==> src/rtl/cat_recognizer_pkg.sv <==
// Shared definitions for the cat recognizer APB master.
// Holds the APB transfer state type and the default bus widths that the
// interface, the master and the bench all derive their parameters from.
package cat_recognizer_pkg;

  // Default APB data width (PWDATA/PRDATA and the write/read streams).
  localparam int AMBA_WORD_DEFAULT       = 24;
  // Default APB address width; the beat count uses the same width.
  localparam int AMBA_ADDR_DEPTH_DEFAULT = 13;

  // Transfer sequencing: a write beat waits for stream data in WAIT_WR,
  // every beat then spends exactly one cycle in SETUP and one in ACCESS.
  typedef enum logic [1:0] {
    IDLE    = 2'd0,
    WAIT_WR = 2'd1,
    SETUP   = 2'd2,
    ACCESS  = 2'd3
  } apb_state_t;

endpackage

==> src/rtl/cat_recognizer_apb_master_if.sv <==
// APB2 bus (no PREADY) between the cat recognizer APB master and the
// cat recognizer slave port.
//   PADDR   : transfer address          (master -> slave)
//   PSEL    : slave select              (master -> slave)
//   PENABLE : access phase marker       (master -> slave)
//   PWRITE  : 1 = write, 0 = read       (master -> slave)
//   PWDATA  : write data                (master -> slave)
//   PRDATA  : read data                 (slave  -> master)
interface cat_recognizer_apb_master_if
  import cat_recognizer_pkg::*;
#(
  parameter int Amba_Word       = AMBA_WORD_DEFAULT,
  parameter int Amba_Addr_Depth = AMBA_ADDR_DEPTH_DEFAULT
) ();

  logic [Amba_Addr_Depth-1:0] PADDR;
  logic                       PSEL;
  logic                       PENABLE;
  logic                       PWRITE;
  logic [Amba_Word-1:0]       PWDATA;
  logic [Amba_Word-1:0]       PRDATA;

  modport master (
    output PADDR, PSEL, PENABLE, PWRITE, PWDATA,
    input  PRDATA
  );

  modport slave (
    input  PADDR, PSEL, PENABLE, PWRITE, PWDATA,
    output PRDATA
  );

endinterface

==> src/rtl/cat_recognizer_apb_master.sv <==
// APB initiator for the cat recognizer slave port.
// Turns a command (first address, beat count minus one, direction) into a
// burst of single APB2 transfers with an auto-incrementing, wrapping address.
// Write beats take their data from a valid/ready stream; read beats return
// data as one-cycle pulses with no backpressure.
//   clk        : rising-edge clock
//   rst        : asynchronous active-low reset
//   cmd_*      : command handshake (accepted only while idle)
//   wr_*       : write data stream, wr_ready is the consume strobe
//   rd_valid   : one-cycle pulse with rd_data for every read beat
//   busy       : a burst is in progress
//   apb        : APB master side
module cat_recognizer_apb_master
  import cat_recognizer_pkg::*;
#(
  parameter int Amba_Word       = AMBA_WORD_DEFAULT,
  parameter int Amba_Addr_Depth = AMBA_ADDR_DEPTH_DEFAULT
) (
  input  logic                       clk,
  input  logic                       rst,
  input  logic                       cmd_valid,
  output logic                       cmd_ready,
  input  logic                       cmd_write,
  input  logic [Amba_Addr_Depth-1:0] cmd_addr,
  input  logic [Amba_Addr_Depth-1:0] cmd_len,
  input  logic                       wr_valid,
  output logic                       wr_ready,
  input  logic [Amba_Word-1:0]       wr_data,
  output logic                       rd_valid,
  output logic [Amba_Word-1:0]       rd_data,
  output logic                       busy,
  cat_recognizer_apb_master_if.master apb
);

  localparam logic [Amba_Addr_Depth-1:0] ONE = Amba_Addr_Depth'(1);

  apb_state_t                 state_q,   state_d;
  logic [Amba_Addr_Depth-1:0] addr_q,    addr_d;    // address of the next beat to issue
  logic [Amba_Addr_Depth-1:0] len_q,     len_d;     // beats remaining after the current one
  logic                       write_q,   write_d;
  logic [Amba_Addr_Depth-1:0] paddr_q,   paddr_d;
  logic                       psel_q,    psel_d;
  logic                       penable_q, penable_d;
  logic                       pwrite_q,  pwrite_d;
  logic [Amba_Word-1:0]       pwdata_q,  pwdata_d;
  logic                       rd_valid_q, rd_valid_d;
  logic [Amba_Word-1:0]       rd_data_q,  rd_data_d;

  always_comb begin
    // NOTE: every signal assigned here gets a default first so that no path
    // through the case statement leaves it unassigned and infers a latch.
    state_d    = state_q;
    addr_d     = addr_q;
    len_d      = len_q;
    write_d    = write_q;
    paddr_d    = paddr_q;
    pwrite_d   = pwrite_q;
    pwdata_d   = pwdata_q;
    rd_data_d  = rd_data_q;
    rd_valid_d = 1'b0;
    wr_ready   = 1'b0;

    unique case (state_q)
      IDLE: begin
        if (cmd_valid) begin
          addr_d  = cmd_addr;
          len_d   = cmd_len;
          write_d = cmd_write;
          state_d = cmd_write ? WAIT_WR : SETUP;
        end
      end

      WAIT_WR: begin
        if (wr_valid) begin
          wr_ready = 1'b1;
          pwdata_d = wr_data;
          state_d  = SETUP;
        end
      end

      SETUP: state_d = ACCESS;

      ACCESS: begin
        if (!write_q) begin
          rd_data_d  = apb.PRDATA;
          rd_valid_d = 1'b1;
        end
        if (len_q == '0) begin
          state_d = IDLE;
        end else begin
          len_d = len_q - ONE;
          if (!write_q) begin
            state_d = SETUP;
          end else if (wr_valid) begin
            // Data already waiting: skip WAIT_WR to sustain 2 cycles per beat.
            wr_ready = 1'b1;
            pwdata_d = wr_data;
            state_d  = SETUP;
          end else begin
            state_d = WAIT_WR;
          end
        end
      end

      default: state_d = IDLE;
    endcase

    // Bus controls are registered from the next state so they line up with
    // the phase the FSM is entering. Address and direction are only loaded
    // on entry to SETUP (SETUP never follows SETUP), keeping them stable
    // across the whole transfer; the beat address then advances, wrapping
    // naturally at the address width.
    psel_d    = (state_d == SETUP) || (state_d == ACCESS);
    penable_d = (state_d == ACCESS);
    if (state_d == SETUP) begin
      paddr_d  = addr_d;
      pwrite_d = write_d;
      addr_d   = addr_d + ONE;
    end
  end

  // NOTE: sequential state uses non-blocking assignments only, so every flop
  // samples the pre-edge values regardless of statement order.
  always_ff @(posedge clk or negedge rst) begin
    if (!rst) begin
      state_q    <= IDLE;
      addr_q     <= '0;
      len_q      <= '0;
      write_q    <= 1'b0;
      paddr_q    <= '0;
      psel_q     <= 1'b0;
      penable_q  <= 1'b0;
      pwrite_q   <= 1'b0;
      pwdata_q   <= '0;
      rd_valid_q <= 1'b0;
      rd_data_q  <= '0;
    end else begin
      state_q    <= state_d;
      addr_q     <= addr_d;
      len_q      <= len_d;
      write_q    <= write_d;
      paddr_q    <= paddr_d;
      psel_q     <= psel_d;
      penable_q  <= penable_d;
      pwrite_q   <= pwrite_d;
      pwdata_q   <= pwdata_d;
      rd_valid_q <= rd_valid_d;
      rd_data_q  <= rd_data_d;
    end
  end

  assign cmd_ready   = (state_q == IDLE);
  assign busy        = (state_q != IDLE);
  assign rd_valid    = rd_valid_q;
  assign rd_data     = rd_data_q;

  assign apb.PADDR   = paddr_q;
  assign apb.PSEL    = psel_q;
  assign apb.PENABLE = penable_q;
  assign apb.PWRITE  = pwrite_q;
  assign apb.PWDATA  = pwdata_q;

endmodule

==> src/flat_wrapper.sv <==
// flat-port wrapper written by rule: the top's interface ports become plain ports
module cat_recognizer_apb_master_flat import cat_recognizer_pkg::*;
#(
  parameter int Amba_Word       = AMBA_WORD_DEFAULT,
  parameter int Amba_Addr_Depth = AMBA_ADDR_DEPTH_DEFAULT
)
  (clk, rst, cmd_valid, cmd_ready, cmd_write, cmd_addr, cmd_len, wr_valid, wr_ready, wr_data, rd_valid, rd_data, busy, apb_PADDR, apb_PSEL, apb_PENABLE, apb_PWRITE, apb_PWDATA, apb_PRDATA);
  cat_recognizer_apb_master_if #(.Amba_Word(Amba_Word), .Amba_Addr_Depth(Amba_Addr_Depth)) apb_i ();
  input  logic clk;
  input  logic rst;
  input  logic cmd_valid;
  output logic cmd_ready;
  input  logic cmd_write;
  input  logic [Amba_Addr_Depth-1:0] cmd_addr;
  input  logic [Amba_Addr_Depth-1:0] cmd_len;
  input  logic wr_valid;
  output logic wr_ready;
  input  logic [Amba_Word-1:0] wr_data;
  output logic rd_valid;
  output logic [Amba_Word-1:0] rd_data;
  output logic busy;
  output wire logic [$bits(apb_i.PADDR)-1:0] apb_PADDR;
  output wire logic [$bits(apb_i.PSEL)-1:0] apb_PSEL;
  output wire logic [$bits(apb_i.PENABLE)-1:0] apb_PENABLE;
  output wire logic [$bits(apb_i.PWRITE)-1:0] apb_PWRITE;
  output wire logic [$bits(apb_i.PWDATA)-1:0] apb_PWDATA;
  input wire logic [$bits(apb_i.PRDATA)-1:0] apb_PRDATA;
  assign apb_PADDR = apb_i.PADDR;
  assign apb_PSEL = apb_i.PSEL;
  assign apb_PENABLE = apb_i.PENABLE;
  assign apb_PWRITE = apb_i.PWRITE;
  assign apb_PWDATA = apb_i.PWDATA;
  assign apb_i.PRDATA = apb_PRDATA;
  cat_recognizer_apb_master #(.Amba_Word(Amba_Word), .Amba_Addr_Depth(Amba_Addr_Depth)) u_core (.clk(clk), .rst(rst), .cmd_valid(cmd_valid), .cmd_ready(cmd_ready), .cmd_write(cmd_write), .cmd_addr(cmd_addr), .cmd_len(cmd_len), .wr_valid(wr_valid), .wr_ready(wr_ready), .wr_data(wr_data), .rd_valid(rd_valid), .rd_data(rd_data), .busy(busy), .apb(apb_i));
endmodule
==> config.mk <==
export PLATFORM = sky130hd
export DESIGN_NAME = cat_recognizer_apb_master_flat
export DESIGN_NICKNAME = d
export VERILOG_FILES = /design/src/rtl/cat_recognizer_pkg.sv /design/src/rtl/cat_recognizer_apb_master_if.sv /design/src/rtl/cat_recognizer_apb_master.sv /design/src/flat_wrapper.sv
export SDC_FILE = /design/constraint.sdc
export NUM_CORES = 1
export LEC_CHECK = 0
export CAP_MARGIN = 30
export CORE_UTILIZATION = 45
export CTS_CLUSTER_SIZE = 20
export DETAILED_ROUTE_END_ITERATION = 6
export PLACE_DENSITY = 0.91
export SLEW_MARGIN = 15
export SYNTH_ARGS = -nofsm -noshare
export SYNTH_HDL_FRONTEND = slang
export SYNTH_SLANG_ARGS = --single-unit
==> constraint.sdc <==
create_clock -name clk -period 2.9 [get_ports clk]
set_input_delay 0.29 -clock clk [delete_from_list [all_inputs] [get_ports clk]]
set_output_delay 0.29 -clock clk [all_outputs]
set_load 0.02 [all_outputs]
==> impl_metrics.tcl <==
set metrics [dict create \
    finalClockSkew_ns 0.0162 \
    maxCapViolations 0 \
    drive_gt1_frac 0.163 \
    ant_nets 0 \
    yosysTopAreaCell "dfrtp_1" \
    syn-num-nets 446 \
    synth_area_um2 4210 \
    boundaryPins 147 \
    dp_hpwl_um 7870 \
    path_clk_slew_ns 0.10 \
    cts_setup_buffers 0 \
    routed_wl_um 10400 \
    dieArea_um2 9750 \
    grt_util_all_layers 0.222 \
    yosys-top-cells-area "dfrtp_1 56%, mux2_2 13%, mux2i_1 4.3%, o21ai_0 3.8%, nand2_1 3.1%" \
    cpPeakStageDelay_ns 0.56 \
    grt_max_degree 57 \
    r2r_cells 8 \
    ys_seq_elements 94 \
    critPathSlowestCell "clkdlybuf4s50_1" \
    path_buf_inv 2 \
    fin_ws_ns 0.269 \
    final_nets 596 \
    syn_inst 365 \
    vias 3355 \
    synth-main-ff-cell "dfrtp_1" \
    period_needed_ns 2.63 \
    cts_buffers 9 \
    die_h_um 98.7 \
    clock_path_buffers 2 \
    netlist-cell-type-count 36 \
    synth-edff-count 0 \
    slew_headroom 0.534 \
    antenna_found_initial 0 \
    crit_required_ns 2.61 \
    startpoint_type "flop" \
    numPortBuffers 146 \
    cts_resized 0 \
    antenna_cells 0 \
    gr-total-overflow 0 \
    fillers 663 \
    hold_path_class "in2async" \
    critPathKind "reg2out" \
    h-tree-depth 3 \
    status "finished with violations" \
    rsz0062_at_grt "no" \
    yosysWarnings 0 \
    vdd_drop_max_v 0.000484 \
    fp.dieW_um 98.7 \
    synth_top_cell_area_share 0.559 \
    critical_path.top_delay_family "simple AND/OR/NAND/NOR gates" \
    cts_root_buffer "clkbuf_8" \
    worstMarginPinSlew_ns 0.699 \
    ys_top_cells_by_count "94 x dfrtp_1, 50 x mux2_2, 35 x nand2_1, 32 x o21ai_0, 23 x nor2_1" \
    syn2layout_area_growth_pct 42.4 \
    violations "negative hold slack" \
    grt_pass1_wl_um 17200 \
    leakage_uw 0.00241 \
    cts_sinks 94 \
    routabilityCongestion 0.844 \
    worst-path-stages 7 \
    powerDensity_nw_per_um2 1130 \
    drt_pass1_iterations 4 \
    drc 0 \
    seqCellArea_um2 2350 \
    post-synth-top-count-cell "dfrtp_1" \
    max_freq_ghz 0.380 \
    synth_async_sr_flop_share 1.00 \
    holdWs_ns -0.00854 \
    drt-initial-drc-count 103 \
    hold_violations 18 \
    cts_tree "built" \
    via_per_inst 5.34 \
    fin_util 0.675 \
    final.setup.tns_ns 0 \
    worstPathArrival_ns 2.34 \
    setup_viol 0 \
    core_area_um2 8890 \
    first_global_vias 3567 \
    row_count 34 \
    end_kind "primary output" \
    critPathMaxFanout 5 \
    syn_area_per_cell_um2 11.5 \
    multi_input_area_um2 1750 \
    ys_seq_area_frac 0.559 \
    insertion_delay_ns 0.34 \
    hold_buffers 0 \
    drv_slew 0 \
    period_share 0.907 \
    worstPathCellList "inv_1 > ha_1 > nor4b_4 > nand3_1 > nand2_1 > a21oi_2 > clkdlybuf4s50_1" \
    wl_per_cell_um 16.5 \
    initial_core_util 0.474 \
    r2r_setup_slack_ns 0.27 \
    r2r-end "u_core.addr_q[6]" \
    pre_cts_slack_ns 0.248 \
    r2r-start "u_core.len_q[0]" \
]
## cell families after synthesis
family / count (synthesis) / synth area share
XOR/XNOR: 13 / 0.0270
multiplexers: 68 / 0.176
adder cells (fa/ha/maj): 2 / 0.00594
flip-flops: 94 / 0.559
AND/OR/NAND/NOR: 101 / 0.121
buffers and inverters: 29 / 0.0297
AO/OA/AOI/OAI: 58 / 0.0814
## through the flow
step	power (µW)	cells	hold slack [ns]	cell area (µm²)
after floorplan	4490	365	-0.00559	4210
after global placement	5850	611	0.467	5800
after detailed placement	6030	612	0.394	5820
after CTS	6830	628	0.00870	6000
after global routing	7240	628	0.0437	6000
final	6770	628	-0.00854	6000
## cell type report
type	count	area share
Timing Repair Buffer	156	0.258
Multi-Input combinational cell	242	0.291
Inverter	12	0.00751
Clock inverter	6	0.00751
Tap cell	108	0.0225
Clock buffer	10	0.0213
Sequential cell	94	0.392
## placed cells by master (no fill, tap or decap), types with 2 or more instances in the layout
cell / count
mux2_2: 50
a32oi_2: 2
xor2_1: 6
inv_6: 2
xnor2_1: 7
mux2i_1: 18
a22oi_1: 5
nor2_2: 2
o21ai_0: 32
nand3_1: 9
nor4_1: 2
nand2_1: 35
ha_1: 2
clkdlybuf4s50_1: 145
buf_4: 10
nor3b_1: 3
nor3_1: 9
nor2b_1: 3
inv_1: 12
a21oi_1: 12
o22a_1: 2
dfrtp_1: 94
clkbuf_8: 9
a41oi_1: 2
clkinvlp_4: 3
nand4_1: 6
nor2_1: 22
## worst register-to-register path, delay by kind of cell, from the launching register on
family / cells / cell delay [ns]
compound gates: 2 / 0.53
fa+ha+maj: 1 / 0.20
buf+inv: 1 / 0.07
flops: 1 / 0.42
simple gates: 4 / 1.32
## registers in the layout (all words and copies together), names as in the netlist
| name | flops |
|---|---|
| u_core.rd_data | 24 |
| u_core.apb.PWDATA | 24 |
| u_core.write_q | 1 |
| u_core.apb.PADDR | 13 |
| u_core.addr_q | 13 |
| u_core.apb.PSEL | 1 |
| u_core.state_q | 2 |
| u_core.apb.PWRITE | 1 |
| u_core.rd_valid | 1 |
| u_core.apb.PENABLE | 1 |
| u_core.len_q | 13 |
## power by group
part / total [µW] / switching (µW) / internal [µW]
Sequential: 2420 / 449 / 1980
Clock: 792 / 474 / 317
Combinational: 3560 / 1810 / 1750
Total: 6770 / 2730 / 4040
## per-layer routing
layer | track usage | routed length, µm | vias to the layer above
li1 | - | - | 1583
met1 | 0.269 | 4250 | 1640
met2 | 0.403 | 5470 | 117
met3 | 0.0426 | 488 | 15
met4 | 0.0608 | 150 | 0
met5 | 0 | 0 | -
## worst max-delay path by stage
stage	start	end	slack (ns)
6_report	u_core.len_q[0]	wr_ready	0.27
5_1_grt	u_core.len_q[0]	u_core.apb.PADDR[6]	0.08
4_1_cts	u_core.len_q[0]	wr_ready	0.26
3_5_place_dp	cmd_valid	u_core.addr_q[11]	0.25
3_3_place_gp	cmd_valid	u_core.addr_q[8]	0.38
2_1_floorplan	u_core.state_q[0]	u_core.addr_q[12]	0.37
(Power assumes the default switching activity.)
